File: config.mk
export PLATFORM = sky130hd
export DESIGN_NAME = led_seq_ctrl_flat
export DESIGN_NICKNAME = d
export VERILOG_FILES = /design/src/rtl/led_seq_pkg.sv /design/src/rtl/led_seq_if.sv /design/src/rtl/led_step_timer.sv /design/src/rtl/led_seq_ctrl.sv /design/src/flat_wrapper.sv
export SDC_FILE = /design/constraint.sdc
export NUM_CORES = 1
export LEC_CHECK = 0
export ABC_AREA = 1
export ABC_CLOCK_PERIOD_IN_PS = 4100
export BUFFER_PORTS_ARGS = -buffer_cell sky130_fd_sc_hd__buf_2
export CAP_MARGIN = 15
export CORE_ASPECT_RATIO = 0.6
export CORE_MARGIN = 10
export CORE_UTILIZATION = 50
export CTS_CLUSTER_DIAMETER = 30
export DETAILED_ROUTE_END_ITERATION = 6
export PLACE_DENSITY = 0.79
export SYNTH_ARGS = -nofsm -noshare
export SYNTH_HDL_FRONTEND = slang
export SYNTH_SLANG_ARGS = --single-unit
File: constraint.sdc
create_clock -name sys_clk -period 4.1 [get_ports sys_clk]
set_input_delay 0.205 -clock sys_clk [delete_from_list [all_inputs] [get_ports sys_clk]]
set_output_delay 0.205 -clock sys_clk [all_outputs]
set_load 0.01 [all_outputs]
File: src/rtl/led_seq_pkg.sv
// Shared types and constants for the LED sequencer.
// LED_SEQ_PING_EN adds the PING mode to the key_mode cycle.
package led_seq_pkg;

  localparam int CNT_W = 25;
  localparam int SPD_W = 2;

  typedef enum logic [1:0] {
    MODE_ROT_R = 2'd0,
    MODE_ROT_L = 2'd1,
    MODE_PING  = 2'd2,
    MODE_BLINK = 2'd3
  } mode_t;

  typedef enum logic {
    ST_RUN   = 1'b0,
    ST_PAUSE = 1'b1
  } run_state_t;

  localparam logic [3:0] PAT_INIT_RIGHT = 4'b0111;
  localparam logic [3:0] PAT_INIT_LEFT  = 4'b1110;
  localparam logic [3:0] PAT_INIT_BLINK = 4'b0000;

  typedef struct packed {
    run_state_t       state;
    logic [SPD_W-1:0] spd;
    logic             dir_left;
  } dbg_t;

  function automatic mode_t next_mode(input mode_t m);
    mode_t n;
    n = MODE_ROT_R;
`ifdef LED_SEQ_PING_EN
    case (m)
      MODE_ROT_R: n = MODE_ROT_L;
      MODE_ROT_L: n = MODE_PING;
      MODE_PING:  n = MODE_BLINK;
      default:    n = MODE_ROT_R;
    endcase
`else
    case (m)
      MODE_ROT_R: n = MODE_ROT_L;
      MODE_ROT_L: n = MODE_BLINK;
      default:    n = MODE_ROT_R;
    endcase
`endif
    return n;
  endfunction

  function automatic logic [3:0] init_pattern(input mode_t m);
    logic [3:0] p;
    case (m)
      MODE_ROT_L: p = PAT_INIT_LEFT;
      MODE_BLINK: p = PAT_INIT_BLINK;
      default:    p = PAT_INIT_RIGHT;
    endcase
    return p;
  endfunction

endpackage

File: src/rtl/led_seq_if.sv
// Key inputs, LED outputs and debug view of the LED sequencer.
// Keys are single-cycle pulses with no back-pressure; outputs are registered.
interface led_seq_if;

  logic                  key_mode;
  logic                  key_speed;
  logic                  key_pause;
  logic [3:0]            led;
  logic [1:0]            mode;
  logic                  step_tick;
  led_seq_pkg::dbg_t     dbg;

  modport master (
    output key_mode, key_speed, key_pause,
    input  led, mode, step_tick, dbg
  );

  modport slave (
    input  key_mode, key_speed, key_pause,
    output led, mode, step_tick, dbg
  );

endinterface

File: src/rtl/led_step_timer.sv
// Step period counter: counts 0..(CNT_MAX >> spd) while enabled and
// raises tick for the one cycle it sits on the limit.
module led_step_timer
  import led_seq_pkg::*;
#(
  parameter logic [CNT_W-1:0] CNT_MAX = 25'd24_999_999
) (
  input  logic             sys_clk,
  input  logic             sys_rst_n,
  input  logic             clear,
  input  logic             enable,
  input  logic [SPD_W-1:0] spd,
  output logic             tick
);

  logic [CNT_W-1:0] cnt_q;
  logic [CNT_W-1:0] limit;

  assign limit = CNT_MAX >> spd;
  assign tick  = enable & ~clear & (cnt_q == limit);

  always_ff @(posedge sys_clk or negedge sys_rst_n) begin
    if (!sys_rst_n) begin
      cnt_q <= '0;
    end else if (clear) begin
      cnt_q <= '0;
    end else if (enable) begin
      cnt_q <= (cnt_q == limit) ? '0 : cnt_q + CNT_W'(1);
    end
  end

endmodule

File: src/rtl/led_seq_ctrl.sv
// Four-LED pattern sequencer with mode/speed/pause keys.
// LED_SEQ_PING_EN enables the PING mode and its direction register.
module led_seq_ctrl
  import led_seq_pkg::*;
#(
  parameter logic [CNT_W-1:0] CNT_MAX = 25'd24_999_999
) (
  input logic     sys_clk,
  input logic     sys_rst_n,
  led_seq_if.slave bus
);

  logic             mode_evt, speed_evt, pause_evt, step_evt;
  run_state_t       state_q, state_d;
  mode_t            mode_q, mode_d;
  logic [3:0]       led_q, led_d;
  logic [SPD_W-1:0] spd_q, spd_d;
  logic             step_q;
  logic             dir_left;

  // Priority mode > speed > pause; a losing pulse is simply dropped.
  assign mode_evt  = bus.key_mode;
  assign speed_evt = bus.key_speed & ~bus.key_mode;
  assign pause_evt = bus.key_pause & ~bus.key_mode & ~bus.key_speed;

  always_ff @(posedge sys_clk or negedge sys_rst_n) begin
    if (!sys_rst_n) state_q <= ST_RUN;
    else            state_q <= state_d;
  end

  always_comb begin
    state_d = state_q;
    if (pause_evt) state_d = (state_q == ST_RUN) ? ST_PAUSE : ST_RUN;
  end

  // A pause pulse freezes the counter in its own cycle, so a step due then is held over.
  led_step_timer #(.CNT_MAX(CNT_MAX)) u_timer (
    .sys_clk   (sys_clk),
    .sys_rst_n (sys_rst_n),
    .clear     (mode_evt | speed_evt),
    .enable    ((state_q == ST_RUN) & ~pause_evt),
    .spd       (spd_q),
    .tick      (step_evt)
  );

`ifdef LED_SEQ_PING_EN
  logic dir_q, dir_d;
  assign dir_left = dir_q;

  always_ff @(posedge sys_clk or negedge sys_rst_n) begin
    if (!sys_rst_n) dir_q <= 1'b0;
    else            dir_q <= dir_d;
  end
`else
  assign dir_left = 1'b0;
`endif

  always_comb begin
    mode_d = mode_q;
    led_d  = led_q;
    spd_d  = spd_q;
`ifdef LED_SEQ_PING_EN
    dir_d  = dir_q;
`endif
    if (mode_evt) begin
      mode_d = next_mode(mode_q);
      led_d  = init_pattern(mode_d);
`ifdef LED_SEQ_PING_EN
      dir_d  = 1'b0;
`endif
    end else if (speed_evt) begin
      spd_d = spd_q + 2'd1;
    end else if (step_evt) begin
      case (mode_q)
        MODE_ROT_R: led_d = {led_q[0], led_q[3:1]};
        MODE_ROT_L: led_d = {led_q[2:0], led_q[3]};
`ifdef LED_SEQ_PING_EN
        // Bounce at either end without repeating the end value.
        MODE_PING: begin
          if (!dir_q) begin
            if (led_q == 4'b1110) begin
              led_d = 4'b1101;
              dir_d = 1'b1;
            end else begin
              led_d = {1'b1, led_q[3:1]};
            end
          end else begin
            if (led_q == 4'b0111) begin
              led_d = 4'b1011;
              dir_d = 1'b0;
            end else begin
              led_d = {led_q[2:0], 1'b1};
            end
          end
        end
`endif
        default:    led_d = ~led_q;
      endcase
    end
  end

  always_ff @(posedge sys_clk or negedge sys_rst_n) begin
    if (!sys_rst_n) begin
      mode_q <= MODE_ROT_R;
      led_q  <= PAT_INIT_RIGHT;
      spd_q  <= '0;
      step_q <= 1'b0;
    end else begin
      mode_q <= mode_d;
      led_q  <= led_d;
      spd_q  <= spd_d;
      step_q <= step_evt;
    end
  end

  assign bus.led          = led_q;
  assign bus.mode         = mode_q;
  assign bus.step_tick    = step_q;
  assign bus.dbg.state    = state_q;
  assign bus.dbg.spd      = spd_q;
  assign bus.dbg.dir_left = dir_left;

endmodule
File: src/flat_wrapper.sv
// flat-port wrapper written by rule: the top's interface ports become plain ports
module led_seq_ctrl_flat import led_seq_pkg::*;
#(
  parameter logic [CNT_W-1:0] CNT_MAX = 25'd24_999_999
)
  (sys_clk, sys_rst_n, bus_key_mode, bus_key_speed, bus_key_pause, bus_led, bus_mode, bus_step_tick, bus_dbg);
  led_seq_if bus_i ();
  input logic sys_clk;
  input logic sys_rst_n;
  input wire logic [$bits(bus_i.key_mode)-1:0] bus_key_mode;
  input wire logic [$bits(bus_i.key_speed)-1:0] bus_key_speed;
  input wire logic [$bits(bus_i.key_pause)-1:0] bus_key_pause;
  output wire logic [$bits(bus_i.led)-1:0] bus_led;
  output wire logic [$bits(bus_i.mode)-1:0] bus_mode;
  output wire logic [$bits(bus_i.step_tick)-1:0] bus_step_tick;
  output wire logic [$bits(bus_i.dbg)-1:0] bus_dbg;
  assign bus_i.key_mode = bus_key_mode;
  assign bus_i.key_speed = bus_key_speed;
  assign bus_i.key_pause = bus_key_pause;
  assign bus_led = bus_i.led;
  assign bus_mode = bus_i.mode;
  assign bus_step_tick = bus_i.step_tick;
  assign bus_dbg = bus_i.dbg;
  led_seq_ctrl #(.CNT_MAX(CNT_MAX)) u_core (.sys_clk(sys_clk), .sys_rst_n(sys_rst_n), .bus(bus_i));
endmodule
==> key figures, run 1 <==
Yosys
  – Post-synth EDFFs: 0
  – Cell Area, Synth: 2492 um2
  – Asr flop ratio synth: 1.000
  – Post-synth top flop: dfrtp_1
  – YS warnings: 0
  – Ranking of synthesized cells by area: dfrtp_1 (32%), nand2_1 (19%), inv_1 (5.6%)
  – Mapped Cells: 356
  – Top cell type by total area after synthesis: dfrtp_1
  – Syn_nets: 367
  – Synth unique cells: 37
  – Post-synth top area share: 0.3213
  – Syn Area/Cell: ~7.0 um2
  – Sequential fraction of the synthesis area: 0.3529
  – Seq cells post-synth: 35

Global route
  – Tot GR Track Use: 0.1626
  – First-pass GRT wire length: 10870 um
  – Vias in the first global route: 2101
  – Largest net degree at the start of global routing: 36
  – Grt ovf: 0
  – Antenna violations before repair: 0

Place
  – GPL Wtd Cong: approximately 1.0
  – Port-buffer cells: 14
  – DPL Wire Length: 5103 um

Timing
  – Final period util: 0.4962
  – Post-route setup TNS: 0 ns
  – Max Fclk: 0.4915 GHz
  – Slew @ Worst Pin: 0.7757 ns
  – Fin. max-slew vios: 0
  – Period minus WS final: 2.035 ns
  – Final setup vio count: 0
  – Hold Fails Final Rpt: 27
  – RSZ-0062 raised after global routing: no
  – Worst slew margin: 0.4829
  – Worst hold slack: -0.007582 ns
  – Post-Route Skew: 0.005516 ns

Floorplan
  – Die width: 111.2 um
  – DIE HEIGHT: 74.69 um
  – Initial core utilization: 0.5322
  – Std-Cell Rows: 19
  – Ports: 16
  – Die area: 8302 um2
  – Core area: 4683 um2

Hold path
  – Hold WC Path Type: input port to asynchronous set/reset pin

Clock network
  – Clk_lat worst skew: 0.29 ns
  – Total CTS buffers: 5
  – CTS hold repair buffers: 0
  – H-tree levels: 2
  – Resized cells post-CTS: 0
  – Clock sink count: 35
  – CTS max path bufs: 2
  – Root buf cell: clkbuf_8
  – Setup bufs post-CTS: 0
  – CTS tree: yes
  – Worst-path clk slew: 0.07 ns

Setup path
  – Worst r2r src: u_core.spd_q[1]
  – Worst EP arrival: 2.22 ns
  – Required @ worst endpoint: between 4 and 5 ns
  – Worst Setup End Kind: flop
  – CP Class: flop to flop
  – R2R cell count: 13
  – Reg-to-Reg End: u_core.u_timer.cnt_q[19]
  – R2r setup slk: ~2.1 ns
  – CP Max Fanout: 17
  – Critical Path Source Type: flop

Power and ir drop
  – Seq pwr share: 0.444
  – Clock Power Share: 0.265
  – Leak: 1.278 nW
  – PwrDens: between 300 and 400 nW/um2
  – Peak supply drop: between 0.0002 and 0.00025 V
  – Gate power share: 0.291
  – NetSw: 0.3398 mW
  – Sw Share: 0.3653
  – Internal power: between 0.5 and 0.6 mW

Outcome
  – Run status: finished with violations
  – Violations in the final reports: negative hold slack

Detailed routing
  – Antenna-violating nets left: 0
  – Pre-antenna DRT Iters: 5
  – Vias: 2339
  – WL final: 6573 um
  – Vias per Instance: 5.402
  – 1st-iter DRT viols: 313
  – # DRC: 0
  – DR WL/cell: 15.18 um

Final layout
  – Final core utilization: 0.5675
  – Nets@finish: 380
  – Layout overhead on the synthesized area: 6.627%
  – Share of cells above drive strength 1: 0.1486
  – N_diodes: 0

Flow run
  – Max-cap violations: 0
==> kinds of logic (layout without fill, tap and decap cells) <==
| logic type | Yosys count | in the layout | share of synthesized area |
|---|---|---|---|
| xor+xnor | 17 | 17 | 0.05974 |
| buf+inv | 54 | 68 | 0.09488 |
| simple gates | 207 | 207 | 0.3695 |
| fa+ha+maj | 6 | 6 | 0.03012 |
| compound gates | 36 | 36 | 0.09137 |
| flops | 35 | 35 | 0.3529 |
| other cells | 1 | 1 | 0.001505 |
==> power groups by stage <==
stage / clock, mW / sequential (mW) / combinational (mW)
after CTS: 0.247 / 0.413 / 0.272
after global placement: 0 / 0.416 / 0.260
final: 0.247 / 0.413 / 0.270
after floorplan: 0 / 0.419 / 0.190
after global routing: 0.269 / 0.419 / 0.307
after detailed placement: 0 / 0.419 / 0.268
==> registers in the layout, summed over array words and instances, names as in the netlist <==
register	flops
u_core.bus.led	4
u_core.spd_q	2
u_core.bus.mode	2
u_core.u_timer.cnt_q	25
u_core.state_q	1
u_core.bus.step_tick	1
==> critical path: stages (launching register included) <==
cell and delay, ns:
dfrtp_1 0.44, inv_1 0.17, ha_1 0.25, inv_1 0.07, nand2_1 0.06, nand2_1 0.04
nand2_1 0.05, nand2_1 0.06, nor2_2 0.17, nand3_4 0.14, nand2_4 0.26, inv_2 0.09
nand2_1 0.07, nand2_1 0.05
==> cell type report <==
type / count / area [um2]
repair buffers: 14 / 70.07
well taps: 63 / 78.83
fillers: 441 / 2026
flip-flops and latches: 35 / 879.6
multi-input cells: 267 / 1376
inverters: 46 / 172.7
clock buffers: 8 / 80.08
==> per-stage QoR <==
step / setup slack (ns) / cells / cell area, um2 / hold slack (ns) / power, mW
floorplan: 2.351 / 356 / 2492 / -0.09059 / 0.6095
global placement: 2.150 / 425 / 2577 / 0.3255 / 0.6756
detailed placement: 2.082 / 425 / 2577 / 0.3306 / 0.6868
CTS: 2.069 / 433 / 2658 / 0.01834 / 0.9323
global route: 1.857 / 433 / 2658 / 0.06345 / 0.9947
finish: 2.065 / 433 / 2658 / -0.007582 / 0.9302
==> metal layers <==
metal | part of all wire | track usage
met5 | 0 | 0.01111
met1 | 0.52 | 0.2473
met3 | 0.10 | 0.04841
met4 | 0.012 | 0.03830
met2 | 0.37 | 0.2129
==> cell usage in the layout (no fill, tap or decap), types with 6 or more instances in the layout <==
cell       n
buf_2     14
dfrtp_1   32
ha_1       6
inv_1     37
inv_2      7
nand2_1  129
nand3_1   18
nand4_1   12
nor2_1    26
o21ai_0   12
o21ai_2   11
xnor2_1    6
xor2_1    11
==> synthesized netlist by cell type, types with 2 or more instances <==
library cell	instances
nand2_1	129
nand4_1	12
inv_1	37
dfstp_2	3
clkbuf_1	2
nand2_2	3
ha_1	6
buf_4	2
nand3_1	18
a21oi_1	5
clkinv_1	2
nor3_1	3
o21ai_0	12
dfrtp_1	32
nor2_2	5
inv_2	7
o21ai_2	11
nor2_4	2
nor2_1	26
nand3b_1	2
buf_2	2
o21ai_1	5
xor2_1	11
xnor2_1	6
==> worst max path at each step <==
stage / end / from / cells after the start / slack [ns]
floorplan: u_core.u_timer.cnt_q[0] / u_core.spd_q[0] / 12 / 2.35
global placement: u_core.u_timer.cnt_q[23] / u_core.spd_q[0] / 13 / 2.15
detailed placement: u_core.u_timer.cnt_q[17] / u_core.spd_q[0] / 13 / 2.08
CTS: u_core.u_timer.cnt_q[17] / u_core.spd_q[0] / 12 / 2.07
global route: u_core.u_timer.cnt_q[1] / u_core.spd_q[0] / 13 / 1.86
finish: u_core.u_timer.cnt_q[19] / u_core.spd_q[1] / 13 / 2.07
Note: power is estimated with default switching activity, not from simulation.
==> inputs of run 2 (changes only) <==
- ABC_AREA: 1 -> 0
- ABC_CLOCK_PERIOD_IN_PS: 4100 -> 1700
- PLACE_DENSITY: 0.79 -> 0.82
- clock period: 4.1 -> 1.7 ns (I/O delays scaled with it)
==> key figures, run 2 <==
Floorplan
  – Initial core utilization: 0.5240
  – Die area: 7496 um2
  – DIE HEIGHT: 71.19 um
  – Core area: 4167 um2
  – Ports: 16
  – Die width: 105.3 um
  – Std-Cell Rows: 18

Yosys
  – Post-synth EDFFs: 0
  – Syn_nets: ~260
  – Post-synth top flop: dfrtp_1
  – Ranking of synthesized cells by area: dfrtp_1 (37%), nand3_1 (6.4%), nand2_1 (5.7%)
  – Cell Area, Synth: 2183 um2
  – Sequential fraction of the synthesis area: 0.4029
  – Top cell type by total area after synthesis: dfrtp_1
  – YS warnings: 0
  – Commonest cells post-synth: nand2_1 (33), dfrtp_1 (32), nand3_1 (28), nor2_1 (13), o311ai_1 (11)
  – Syn Area/Cell: 8.839 um2
  – Post-synth top area share: 0.3668
  – Asr flop ratio synth: 1.000
  – Mapped Cells: 247
  – Count leader, synth: nand2_1
  – Synth unique cells: 56
  – Seq cells post-synth: 35

Detailed routing
  – 1st-iter DRT viols: between 300 and 400
  – # DRC: 0
  – Vias: 2294
  – DR WL/cell: 18.46 um
  – Pre-antenna DRT Iters: 5
  – WL final: 7051 um
  – Vias per Instance: 6.005
  – Antenna-violating nets left: 0

Clock network
  – Total CTS buffers: 5
  – Root buf cell: clkbuf_8
  – CTS max path bufs: 2
  – CTS tree: yes
  – H-tree levels: 2
  – Clk_lat worst skew: 0.29 ns
  – Worst-path clk slew: 0.08 ns
  – Clock sink count: 35

Final layout
  – N_diodes: 0
  – Most common cell after layout, fill and taps aside: buf_4
  – Largest register by flop count: u_core.u_timer.cnt_q
  – Max reg flops: 25
  – Final cell count without fillers: about 380
  – Layout overhead on the synthesized area: 37.99%
  – Share of cells above drive strength 1: 0.3758
  – Nets@finish: approximately 330
  – Commonest cells after routing, fill and taps aside: buf_4 (62), nand2_1 (31), dfrtp_1 (30), nand3_1 (28), buf_2 (14)

Timing
  – Final worst slack: -0.6651 ns
  – Period minus WS final: about 2.4 ns
  – Final period util: 1.391
  – Max Fclk: 0.4228 GHz
  – RSZ-0062 raised after global routing: yes
  – Hold Fails Final Rpt: 0
  – Slew @ Worst Pin: roughly 0.56 ns
  – Fin. max-slew vios: 0
  – Final setup vio count: 30
  – Post-Route Skew: 0.01123 ns
  – Worst slew margin: 0.6207
  – Worst hold slack: 0.08144 ns

Power and ir drop
  – Power Total: 3.007 mW
  – Peak supply drop: between 0.0005 and 0.0006 V
  – Leak: between 1 and 1.5 nW
  – PwrDens: 998.1 nW/um2

Place
  – Dpl cells: around 360
  – GPL Wtd Cong: 0.9964
  – DPL Wire Length: 4878 um
  – Port-buffer cells: 14

Setup path
  – CP Class: flop to flop
  – Setup crit start: u_core.spd_q[0]
  – Crit path to: u_core.u_timer.cnt_q[8]
  – R2r setup slk: -0.67 ns
  – Worst EP arrival: 2.52 ns
  – CP Max Fanout: 8
  – Worst Setup End Kind: flop
  – Worst r2r src: u_core.spd_q[0]
  – R2R cell count: 9
  – Required @ worst endpoint: about 1.9 ns
  – Critical Path Source Type: flop
  – Reg-to-Reg End: u_core.u_timer.cnt_q[8]

Hold path
  – Hold Startpoint: bus_key_pause
  – Hold WC Path Type: input port to flop

Flow run
  – Max-cap violations: 0

Global route
  – Grt ovf: 0
  – First-pass GRT wire length: 10760 um
  – Largest net degree at the start of global routing: 20
  – Vias in the first global route: 2145
  – Tot GR Track Use: 0.1771
  – Antenna violations before repair: 0

Outcome
  – Violations in the final reports: negative setup slack
  – Run status: finished with violations
[run 2: metrics by stage]
step                setup TNS [ns]  instance area, um2  setup slack [ns]  utilization
floorplan                   -13.37                2212           -0.5114            -
global placement            -13.65                2709           -0.5426       0.6502
detailed placement          -14.65                2709           -0.5916       0.6502
CTS                         -15.24                2890           -0.5874       0.6937
global route                -20.40                3013           -0.7590       0.7231
finish                      -17.61                3013           -0.6651       0.7231
[run 2: area by class of cell]
type,count,area (um2)
Clock buffer,6,72.57
Clock inverter,2,60.06
Fill cell,298,1154
Inverter,9,33.78
Multi-Input combinational cell,187,1276
Sequential cell,35,882.1
Tap cell,60,75.07
Timing Repair Buffer,83,613.1
[run 2: per-layer routing]
metal / vias to the layer above / GRT usage / wire length (um)
li1: 1076 / - / -
met1: 1102 / 0.2499 / 3178
met2: 102 / 0.2598 / 3073
met3: 14 / 0.05425 / 683
met4: 0 / 0.03485 / 115
met5: - / 0 / 0
[run 2: power breakdown]
| part | internal, mW | leakage [nW] | switching, mW |
|---|---|---|---|
| registers | 0.966 | 0.463 | 0.128 |
| logic | 0.464 | 0.794 | 0.547 |
| clock network | 0.587 | 0.0654 | 0.316 |
| total | 2.02 | 1.32 | 0.990 |
[run 2: cell families (layout without fill, tap and decap cells)]
family          Yosys count  after routing  synth area share
compound gates           53             54            0.1782
xor+xnor                  4              4           0.01605
fa+ha+maj                 6              6           0.03438
buf+inv                  26            100           0.05673
flops                    35             35            0.4029
mux                       3              3           0.01490
other cells               1              1          0.001718
simple gates            119            119            0.2951
[run 2: how the worst min path moves through the flow]
stage | end | slack, ns | depth (start not counted)
floorplan | u_core.bus.led[3] | -0.21 | 0
global placement | u_core.bus.step_tick | -0.06 | 1
detailed placement | u_core.bus.step_tick | -0.06 | 1
CTS | u_core.state_q | 0.08 | 3
global route | u_core.state_q | 0.10 | 3
finish | u_core.state_q | 0.08 | 3
[run 2: worst max-delay path, cell delays in order (launching register included)]
cell and delay, ns:
dfrtp_2 0.42, ha_2 0.21, or3b_2 0.44, a222oi_1 0.25, o221a_2 0.35, buf_6 0.13, nand2_2 0.06, nand2_2 0.09
buf_6 0.15, o311ai_1 0.13
[run 2: timing repair]
action,CTS,global route
resized for setup,9,9
hold endpoints to repair,34,0
endpoints found under the setup margin,30,30
hold buffers,1,0
pin swaps,2,2
gates cloned,0,1
buffers inserted,2,6
